--- src/rtl/pmux_ctrl_if.sv ---
// Configuration bus of the pin multiplexer: write strobe, address, write data
// and the registered read data returned by the block.
interface pmux_ctrl_if;
    logic       cfg_we;
    logic [1:0] cfg_addr;
    logic [7:0] cfg_wdata;
    logic [7:0] cfg_rdata;

    modport master (output cfg_we, cfg_addr, cfg_wdata, input  cfg_rdata);
    modport slave  (input  cfg_we, cfg_addr, cfg_wdata, output cfg_rdata);
endinterface

--- src/rtl/pmux_ctrl.sv ---
// Port-A pin multiplexer: routes timer OVF / PWM or CPU GPIO data onto four pins,
// parking a pin for two cycles whenever its owner changes.
module pmux_ctrl (
    input  logic        clk,
    input  logic        rst,
    pmux_ctrl_if.slave  cfg,
    input  logic        ovf_in,
    input  logic        pwm_in,
    output logic [3:0]  porta,
    output logic        conflict
);

    localparam logic [1:0] ADDR_CTRL   = 2'd0;
    localparam logic [1:0] ADDR_GPIO   = 2'd1;
    localparam logic [1:0] ADDR_STATUS = 2'd2;
    localparam logic [1:0] ADDR_OWNER  = 2'd3;

    typedef enum logic [1:0] {
        OWN_GPIO   = 2'b00,
        OWN_OVF    = 2'b01,
        OWN_PWM    = 2'b10,
        OWN_PARKED = 2'b11
    } owner_e;

    typedef enum logic {
        ST_STABLE = 1'b0,
        ST_PARK   = 1'b1
    } pin_state_e;

    logic [5:0]          r_ctrl;
    logic [3:0]          r_gpio;
    logic                r_conflict;
    logic [7:0]          r_rdata;
    logic [3:0]          r_porta;
    pin_state_e [3:0]    r_state;
    owner_e     [3:0]    r_owner;
    logic [3:0][1:0]     r_cnt;

    pin_state_e [3:0]    w_state_nxt;
    owner_e     [3:0]    w_owner_nxt;
    owner_e     [3:0]    w_desired;
    logic [3:0][1:0]     w_cnt_nxt;
    logic [3:0]          w_porta_nxt;
    logic [7:0]          w_owner_reg;
    logic [7:0]          w_rdata_nxt;
    logic [1:0]          w_ovf_sel;
    logic [1:0]          w_pwm_sel;
    logic                w_ovf_en;
    logic                w_pwm_en;
    logic                w_conf_now;
    logic                w_status_clr;

    assign w_ovf_sel  = r_ctrl[1:0];
    assign w_pwm_sel  = r_ctrl[3:2];
    assign w_ovf_en   = r_ctrl[4];
    assign w_pwm_en   = r_ctrl[5];
    assign w_conf_now = w_ovf_en && w_pwm_en && (w_ovf_sel == w_pwm_sel);
    assign w_status_clr = cfg.cfg_we && (cfg.cfg_addr == ADDR_STATUS) && cfg.cfg_wdata[0];

    // OVF is checked first, so on a select clash PWM simply owns no pin.
    always_comb begin
        for (int p = 0; p < 4; p++) begin
            w_desired[p] = OWN_GPIO;
            if (w_ovf_en && (w_ovf_sel == p[1:0])) begin
                w_desired[p] = OWN_OVF;
            end else if (w_pwm_en && (w_pwm_sel == p[1:0])) begin
                w_desired[p] = OWN_PWM;
            end
        end
    end

    // NOTE: every signal written here gets a default first, so no latch is inferred.
    always_comb begin
        w_state_nxt = r_state;
        w_owner_nxt = r_owner;
        w_cnt_nxt   = r_cnt;
        w_porta_nxt = '0;
        for (int p = 0; p < 4; p++) begin
            case (r_state[p])
                ST_STABLE: begin
                    if (w_desired[p] != r_owner[p]) begin
                        w_state_nxt[p] = ST_PARK;
                        w_cnt_nxt[p]   = 2'd2;
                    end
                end
                ST_PARK: begin
                    w_cnt_nxt[p] = r_cnt[p] - 2'd1;
                    if (r_cnt[p] == 2'd1) begin
                        w_state_nxt[p] = ST_STABLE;
                        w_owner_nxt[p] = w_desired[p];
                    end
                end
                default: begin
                    w_state_nxt[p] = ST_STABLE;
                    w_cnt_nxt[p]   = 2'd0;
                end
            endcase
            if (w_state_nxt[p] == ST_STABLE) begin
                case (w_owner_nxt[p])
                    OWN_OVF:  w_porta_nxt[p] = ovf_in;
                    OWN_PWM:  w_porta_nxt[p] = pwm_in;
                    OWN_GPIO: w_porta_nxt[p] = r_gpio[p];
                    default:  w_porta_nxt[p] = 1'b0;
                endcase
            end
        end
    end

    always_comb begin
        w_owner_reg = '0;
        for (int p = 0; p < 4; p++) begin
            w_owner_reg[2*p +: 2] = (r_state[p] == ST_PARK) ? OWN_PARKED : r_owner[p];
        end
        case (cfg.cfg_addr)
            ADDR_CTRL:   w_rdata_nxt = {2'b00, r_ctrl};
            ADDR_GPIO:   w_rdata_nxt = {4'b0000, r_gpio};
            ADDR_STATUS: w_rdata_nxt = {7'b0000000, r_conflict};
            ADDR_OWNER:  w_rdata_nxt = w_owner_reg;
            default:     w_rdata_nxt = 8'h00;
        endcase
    end

    // NOTE: sequential state uses non-blocking assignments so every register sees pre-edge values.
    always_ff @(posedge clk) begin
        if (rst) begin
            r_ctrl     <= '0;
            r_gpio     <= '0;
            r_conflict <= 1'b0;
            r_rdata    <= '0;
        end else begin
            if (cfg.cfg_we && (cfg.cfg_addr == ADDR_CTRL)) begin
                r_ctrl <= cfg.cfg_wdata[5:0];
            end
            if (cfg.cfg_we && (cfg.cfg_addr == ADDR_GPIO)) begin
                r_gpio <= cfg.cfg_wdata[3:0];
            end
            if (w_conf_now) begin
                r_conflict <= 1'b1;
            end else if (w_status_clr) begin
                r_conflict <= 1'b0;
            end
            r_rdata <= w_rdata_nxt;
        end
    end

    always_ff @(posedge clk) begin
        if (rst) begin
            r_state <= {4{ST_STABLE}};
            r_owner <= {4{OWN_GPIO}};
            r_cnt   <= '0;
            r_porta <= '0;
        end else begin
            r_state <= w_state_nxt;
            r_owner <= w_owner_nxt;
            r_cnt   <= w_cnt_nxt;
            r_porta <= w_porta_nxt;
        end
    end

    assign porta         = r_porta;
    assign conflict      = r_conflict;
    assign cfg.cfg_rdata = r_rdata;

endmodule

--- src/flat_wrapper.sv ---
// flat-port wrapper written by rule: the top's interface ports become plain ports
module pmux_ctrl_flat 
  (clk, rst, ovf_in, pwm_in, porta, conflict, cfg_cfg_we, cfg_cfg_addr, cfg_cfg_wdata, cfg_cfg_rdata);
  pmux_ctrl_if cfg_i ();
  input  logic clk;
  input  logic rst;
  input  logic ovf_in;
  input  logic pwm_in;
  output logic [3:0] porta;
  output logic conflict;
  input wire logic [$bits(cfg_i.cfg_we)-1:0] cfg_cfg_we;
  input wire logic [$bits(cfg_i.cfg_addr)-1:0] cfg_cfg_addr;
  input wire logic [$bits(cfg_i.cfg_wdata)-1:0] cfg_cfg_wdata;
  output wire logic [$bits(cfg_i.cfg_rdata)-1:0] cfg_cfg_rdata;
  assign cfg_i.cfg_we = cfg_cfg_we;
  assign cfg_i.cfg_addr = cfg_cfg_addr;
  assign cfg_i.cfg_wdata = cfg_cfg_wdata;
  assign cfg_cfg_rdata = cfg_i.cfg_rdata;
  pmux_ctrl u_core (.clk(clk), .rst(rst), .cfg(cfg_i), .ovf_in(ovf_in), .pwm_in(pwm_in), .porta(porta), .conflict(conflict));
endmodule
--- config.mk ---
export PLATFORM = sky130hd
export DESIGN_NAME = pmux_ctrl_flat
export DESIGN_NICKNAME = d
export VERILOG_FILES = /design/src/rtl/pmux_ctrl_if.sv /design/src/rtl/pmux_ctrl.sv /design/src/flat_wrapper.sv
export SDC_FILE = /design/constraint.sdc
export NUM_CORES = 1
export LEC_CHECK = 0
export BUFFER_PORTS_ARGS = -buffer_cell sky130_fd_sc_hd__buf_2
export CORE_ASPECT_RATIO = 1.25
export CORE_MARGIN = 8
export CORE_UTILIZATION = 45
export DETAILED_ROUTE_END_ITERATION = 8
export GPL_TIMING_DRIVEN = 0
export PLACE_DENSITY = 0.67
export SETUP_SLACK_MARGIN = 0.4
export SYNTH_ARGS = -nofsm -noshare
export SYNTH_HDL_FRONTEND = slang
export SYNTH_SLANG_ARGS = --single-unit
--- constraint.sdc ---
create_clock -name clk -period 1.9 [get_ports clk]
set_input_delay 0.38 -clock clk [delete_from_list [all_inputs] [get_ports clk]]
set_output_delay 0.38 -clock clk [all_outputs]
set_load 0.01 [all_outputs]
======== Word-level counts from Yosys, hierarchy flattened ========
Cells that the tools add are included.
cells by class
  $add $sub $neg .......................... 4
  equal/unequal tests ..................... 30
  multiplexer cells ....................... 47
  bitwise operators ....................... 4
  reductions and logical operators ........ 26
operator list
  kind                                                                     count
  2-bit two-way mux                                                        24
  8-bit case mux with 4 select lines                                       1
  2-bit by 1-bit equality test with 1-bit output, second input constant    11
  2-bit equality test, second input constant                               10
  2-bit case mux with 2 select lines                                       4
  1-bit logical AND                                                        14
  2-bit zero test                                                          7
  1-bit case mux with 3 select lines                                       4
  1-bit two-way mux                                                        10
  2-bit by 1-bit inequality test with 1-bit output, second input constant  4
  2-bit inequality test                                                    4
  1-bit case mux with 2 select lines                                       4
  2-bit OR reduction                                                       4
  2-bit by 1-bit subtractor with 2-bit output, second input constant       4
  1-bit inverter                                                           4
  2-bit equality test                                                      1
  2-bit nonzero test                                                       1
word-level totals
  register bits after elaboration ......... 43
  bits of input ports ..................... 15
  output and inout port bits .............. 13
  logic and storage cells ................. 131

======== Longest topological paths before layout ========
Gate-level depths: netlist of run 1.
  depth in word-level cells ............... 8
  gate-level depth with buffers ........... 6
  gate-level depth less buffers ........... 6

======== Worst setup path after synthesis of run 1 ========
No wires, ideal clock.
  kind .................................... reg2reg
  start ................................... register u_core.r_ctrl[1]
  end ..................................... register u_core.r_porta[0], in the netlist u_core.porta[0]
  setup time .............................. 0.103 ns
  arrival time ............................ 1.403 ns
  path slack .............................. 0.393 ns
  stages on the path, launching flop included .. 6
  buffers on the path ..................... 1
  period minus slack after synthesis ...... 1.507 ns
  path through ............................ dfxtp_1 -> buf_6 -> or3b_4 -> a21oi_1 -> o211ai_2 -> a2111oi_2
on the way
  word-level cells in the longest chain between the ends .. 7
  elaborated cells between the ends (all ways) .. 13
RTL lines
  item                                                                      line                              source
  start: declaration                                                        pmux_ctrl.sv:30                   logic [5:0] r_ctrl;
  start signal: assignment                                                  pmux_ctrl.sv:132                  r_ctrl <= cfg.cfg_wdata[5:0];
  2-bit zero test *                                                         pmux_ctrl.sv:64                   if (w_ovf_en && (w_ovf_sel == p[1:0])) begin
  1-bit logical AND *                                                       pmux_ctrl.sv:64
  2-bit two-way mux *                                                       pmux_ctrl.sv:64
  2-bit two-way mux or 2-bit inequality test (tied branches)                pmux_ctrl.sv:88, pmux_ctrl.sv:81
  2-bit two-way mux or 1-bit two-way mux (tied branches)                    pmux_ctrl.sv:79, pmux_ctrl.sv:81
  2-bit equality test (tied with other cells)                               pmux_ctrl.sv:99                   case (w_owner_nxt[p])
  1-bit case mux with 3 select lines or 2-bit OR reduction (tied branches)  -
  end signal: assignment                                                    pmux_ctrl.sv:156                  r_porta <= w_porta_nxt;
  end: declaration                                                          pmux_ctrl.sv:34                   logic [3:0] r_porta;
Mark *: on every way between the ends. The rest lies on a longest branch, timed or not.
A chain may end at the register's enable or synchronous reset.

======== Worst setup path after layout of run 1 ========
Ends and elaborated chain as after synthesis.

==> flow_summary.toml, run 1 <==
[yosys]
yosys_warnings = 0
syn_nets = 247
synth-simple-area-share = 0.236
synth_top_family_by_area = "simple AND/OR/NAND/NOR gates"
synth-seq-area-share = 0.421
synth-edff-count = 0
synthXorXnorAreaFrac = 0.0257
syn_area_per_cell_sq_um = 8.98
synth-async-reset-ratio = 0
synth.area.mux_share = 0.0685
synth-main-ff-cell = "dfxtp_1"
synthesis.instances = 228
synth_compound_area_frac = 0.178
synth_area_sq_um = 2050
yosysUniqueCellTypes = 43
synth_fa_ha_area_frac = 0.0244
ys_ff_latch = 43

[cts]
hold_buffers = 0
cts_tree = "yes"
clkLatencyLatePin_ns = 0.30
path_clk_slew_ns = 0.07
cts_root_buffer = "clkbuf_8"
cts.path.max_buffers = 2
numClockSinks = 43
cts_made_buffers = 5
htreeDepth = 2

[detailed_routing]
post_drt_wl_per_cell_um = 15.2
vias_per_cell = 5.51
totalWireLength_um = 4970
drt-initial-drc-count = 139
firstDrtPassIters = 4
drc = 0
ant_nets = 0
vias = 1802

[placed_design]
dp_slack_ns = 0.219
gp_congestion = 0.796
dpl_cell_area_sq_um = 2250
dp_hpwl_um = 3360
port_buffers = 23

[finish]
antenna_cells = 0
layout_commonest_cell = "dfxtp_1"
final_area_sq_um = 2540
drive_gt1_frac = 0.268
final_nets = 287
layout_common_cells = "38 x dfxtp_1, 35 x nor2_1, 25 x buf_2"
area_growth_pct = 24.3

[global_route]
grt_pass1_wl_um = 8280
grt_usage = 0.145
grt_pass1_vias = 1742
antenna_found_initial = 0
grt_max_degree = 14
gr-total-overflow = 0

[hold_path]
hp-class = "input pin to flip-flop"
whs_endpoint = "u_core.r_ctrl[4]"
hp-start = "cfg_cfg_wdata[4]"
hold_path_depth = 3

[setup_path]
cpMaxStageDelayCell = "or3b_4"
rrSetupSlack_ns = 0.32
required_ns = 2.09
critPathLaunch = "u_core.r_ctrl[1]"
end_kind = "flip-flop"
rr_endpoint = "u_core.porta[0]"
cp.arrival_ns = 1.77
start_kind = "flip-flop"
crit_path_max_fanout = 9
worstSetupPathType = "flip-flop to flip-flop"
crit_buf_inv = 1
cp_slowest_stage_delay_ns = 0.42
cpLargestDelayFamily = "compound AO/OA/AOI/OAI gates"
reg2reg_depth = 5
cp_cell_sequence = "buf_6, or3b_4, a41oi_2, nor2_1, a2111oi_2"
rr_startpoint = "u_core.r_ctrl[1]"

[sta]
hold_violations = 0
period_share = 0.832
worstMarginPinSlew_ns = 0.557
fmax_mhz = 632
timing.final.ws_setup_ns = 0.318
clock_skew_ns = 0.00896
fin_crit_ns = 1.58
drv_slew = 0
rsz0062_at_grt = "true"
final-setup-viol-count = 0
tns_ns = 0
slew_headroom = 0.629

[die]
dieArea_sq_um = 6980
rows = 27
core-area_sq_um = 4390
die_h_um = 91.4
start_util = 0.466
io_pins = 28
die_x_um = 76.3

[run]
drv_cap = 0

[run_status]
status = "finished, final reports clean"

[power_and_ir_drop]
powerDensity_nw_per_um2 = 760
power_leakage_nw = 1.01
ir_worst_vdd_mv = 0.689
## synth_stat cells (all sizes together) (5+ instances only)
master | n | area (sq um)
nor2 | 35 | 131
xnor2 | 6 | 52.6
o21ai | 5 | 25.0
inv | 9 | 33.8
a211oi | 9 | 67.6
a21oi | 8 | 40.0
dfxtp | 43 | 861
and2 | 5 | 31.3
nand3b | 5 | 37.5
nor3 | 6 | 30.0
nand2 | 11 | 41.3
mux2i | 14 | 140
clkbuf | 9 | 33.8
## per-stage QoR
step / util / instances / hold WS, ns / total power [mW]
2_1_floorplan: - / 228 / 0.448 / 1.05
3_3_place_gp: 0.511 / 309 / 0.463 / 1.10
3_5_place_dp: 0.511 / 309 / 0.474 / 1.10
4_1_cts: 0.557 / 322 / 0.318 / 1.94
5_1_grt: 0.579 / 327 / 0.316 / 2.01
6_report: 0.579 / 327 / 0.322 / 1.93
## logic make-up after synthesis
family	after synthesis
muxes	14
and+or+nand+nor	91
AOI/OAI and AO/OA	48
xor gates and xnor gates	6
adders and majority gates	4
buffers and inverters	22
DFF	43
## layout make-up
cell class / count / area [sq um]
timing repair buffer: 33 / 195
fill: 399 / 1850
inverter: 9 / 33.8
clock inverter: 2 / 60.1
multi-input combinational: 163 / 1160
buffer: 13 / 82.6
sequential: 43 / 867
clock buffer: 6 / 72.6
tap: 58 / 72.6
## where the power goes
part	total (mW)	switching, mW	internal (mW)
sequential	0.940	0.0169	0.923
combinational	0.162	0.0894	0.0729
clock	0.832	0.307	0.525
total	1.93	0.413	1.52
## repair_timing
item | in CTS | in global routing
cloned | 1 | 0
setup buffers | 4 | 5
setup endpoints to repair | 8 | 14
gates resized for setup | 8 | 15
pin swaps | 5 | 11
## tightest hold or removal path, stage by stage
cell     delay (ns)
buf_2          0.07
mux2i_1        0.05
nor2_1         0.07
## flip-flops by register name, summed over array words and instances, names as in the netlist
signal	count
u_core.r_cnt	8
u_core.r_owner	8
u_core.conflict	1
u_core.cfg.cfg_rdata	8
u_core.r_state	4
u_core.porta	4
u_core.r_ctrl	6
u_core.r_gpio	4
## worst max-delay path by stage
stage | cells past startpoint | endpoint | slack [ns]
2_1_floorplan | 6 | u_core.porta[3] | 0.41
3_3_place_gp | 5 | u_core.porta[0] | 0.22
3_5_place_dp | 5 | u_core.porta[0] | 0.22
4_1_cts | 5 | u_core.porta[0] | 0.32
5_1_grt | 5 | u_core.porta[0] | 0.26
6_report | 5 | u_core.porta[0] | 0.32
## routing by layer
layer  wire, um  GRT usage
met1       2110      0.160
met2       2500      0.248
met3        274     0.0414
met4         93     0.0691
met5          0          0
Power figures use the tool's default switching activity.
==> inputs of run 2 (changes only) <==
--- a/config.mk
+++ b/config.mk
@@ -11,7 +11,7 @@
 export CORE_UTILIZATION = 45
 export DETAILED_ROUTE_END_ITERATION = 8
 export GPL_TIMING_DRIVEN = 0
-export PLACE_DENSITY = 0.67
+export PLACE_DENSITY = 0.69
 export SETUP_SLACK_MARGIN = 0.4
 export SYNTH_ARGS = -nofsm -noshare
 export SYNTH_HDL_FRONTEND = slang
==> constraint.sdc (replaced) <==
create_clock -name clk -period 1.3 [get_ports clk]
set_input_delay 0.26 -clock clk [delete_from_list [all_inputs] [get_ports clk]]
set_output_delay 0.26 -clock clk [all_outputs]
set_load 0.01 [all_outputs]
==> run 2 against run 1 <==
  * The run now ends with negative setup slack left
  * Wire length is 19% higher
  * Non-clock buffer count is 12 higher
  * Critical path depth is 2 higher
  * Global-route usage is 1.3 points higher
  * Combinational power is 100% higher
  * Clock-buffer cell count is 1 lower
==> flow_summary.toml, run 2 (synthesis results as in run 1) <==
[cts]
cts.path.max_buffers = 2
numClockSinks = 43
cts_root_buffer = "clkbuf_8"
clkLatencyLatePin_ns = 0.31
cts_tree = "yes"
cts_made_buffers = 5
hold_buffers = 0
path_clk_slew_ns = 0.09
htreeDepth = 2

[placed_design]
dp_hpwl_um = 3650
port_buffers = 23
placed_cells = 309
gp_congestion = 0.817
dpl_cell_area_sq_um = 2450

[sta]
final-setup-viol-count = 18
period_share = 1.21
drv_slew = 0
hold_violations = 0
fin_crit_ns = 1.58
clock_skew_ns = 0.00928
fmax_mhz = 633
worstMarginPinSlew_ns = 0.525
timing.final.ws_setup_ns = -0.279
rsz0062_at_grt = "true"
slew_headroom = 0.650

[die]
dieArea_sq_um = 6980
rows = 27
core-area_sq_um = 4390
io_pins = 28
die_h_um = 91.4
die_x_um = 76.3
start_util = 0.466

[detailed_routing]
firstDrtPassIters = 5
routed.top_layer = "met4"
vias_per_cell = 5.74
post_drt_wl_per_cell_um = 17.5
drc = 0
totalWireLength_um = 5940
drt-initial-drc-count = 117
dr_wl_met2_um = 3030
vias = 1947
ant_nets = 0
met3WireLength_um = 330
met1_length_um = 2410

[setup_path]
cpMaxStageDelayCell = "or4b_1"
end_kind = "flip-flop"
cp.arrival_ns = 1.77
worstSetupPathType = "flip-flop to flip-flop"
cp_cell_sequence = "buf_6, buf_12, and3_4, buf_8, or4b_1, o211ai_1, a211oi_1"
start_kind = "flip-flop"
rrSetupSlack_ns = -0.28
reg2reg_depth = 7
cp_slowest_stage_delay_ns = 0.46
crit_path_max_fanout = 6
required_ns = 1.49

[run_status]
violations = "negative setup slack"
status = "finished with violations"

[hold_path]
hold_path_depth = 3
hp-class = "input pin to flip-flop"

[finish]
layout_common_cells = "32 x nor2_1, 23 x dfxtp_1, 19 x buf_2"
final_nets = 299
final_area_sq_um = 2990
fin_util = 0.680
area_growth_pct = 45.8
final_cells = 339
antenna_cells = 0
layout_commonest_cell = "nor2_1"
drive_gt1_frac = 0.520

[global_route]
antenna_found_initial = 0
grt_pass1_vias = 1846
grt_usage = 0.158
grt_pass1_wl_um = 8850
grt_max_degree = 15
gr-total-overflow = 0

[power_and_ir_drop]
power_leakage_nw = 1.15
ir_worst_vdd_mv = 0.809
powerDensity_nw_per_um2 = 926
p_total_mw = 2.77

[run]
drv_cap = 0
## run 2: area by class of cell
| class | count | area [sq um] |
|---|---|---|
| plain buffers | 13 | 143 |
| repair buffers | 45 | 344 |
| fillers | 314 | 1410 |
| multi-input cells | 163 | 1390 |
| well taps | 58 | 72.6 |
| clock buffers | 5 | 68.8 |
| flip-flops and latches | 43 | 893 |
| inverters | 9 | 33.8 |
| clock inverters | 3 | 43.8 |
## run 2: routing by layer
metal  GRT usage  vias up
li1            -      923
met1       0.175      951
met2       0.268       61
met3      0.0345       12
met4      0.0997        0
met5           0        -
## run 2: per-stage QoR
stage | TNS, ns | worst slack [ns] | hold slack, ns
4_1_cts | -3.50 | -0.318 | 0.189
3_3_place_gp | -2.05 | -0.320 | 0.477
5_1_grt | -4.58 | -0.339 | 0.204
2_1_floorplan | -0.821 | -0.167 | 0.404
6_report | -3.61 | -0.279 | 0.196
3_5_place_dp | -2.19 | -0.326 | 0.479
## run 2: worst max-delay path: cells and delay by family, from the launching register on
family,cells,cell delay [ns]
AND/OR/NAND/NOR,2,0.62
buffers and inverters,3,0.36
flip-flops,1,0.32
AO/OA/AOI/OAI,2,0.17
## run 2: path summary, 6_finish.rpt
kind,start,to
worst max-delay path,u_core.r_ctrl[0],u_core.porta[3]
worst min-delay path,cfg_cfg_wdata[5],u_core.r_ctrl[5]
worst max register to register,u_core.r_ctrl[0],u_core.porta[3]
worst min register to register,u_core.r_cnt[6],u_core.r_cnt[6]
## run 2: repair_timing
action,CTS,global route
pin swaps,25,18
setup endpoints to repair,42,49
setup buffers,15,6
resized for setup,35,28
cloned,0,1
## run 2: power breakdown
part	internal (mW)	switching (mW)	total, mW
Combinational	0.161	0.163	0.324
Sequential	1.35	0.0325	1.38
Clock	0.572	0.490	1.06
Total	2.08	0.686	2.77
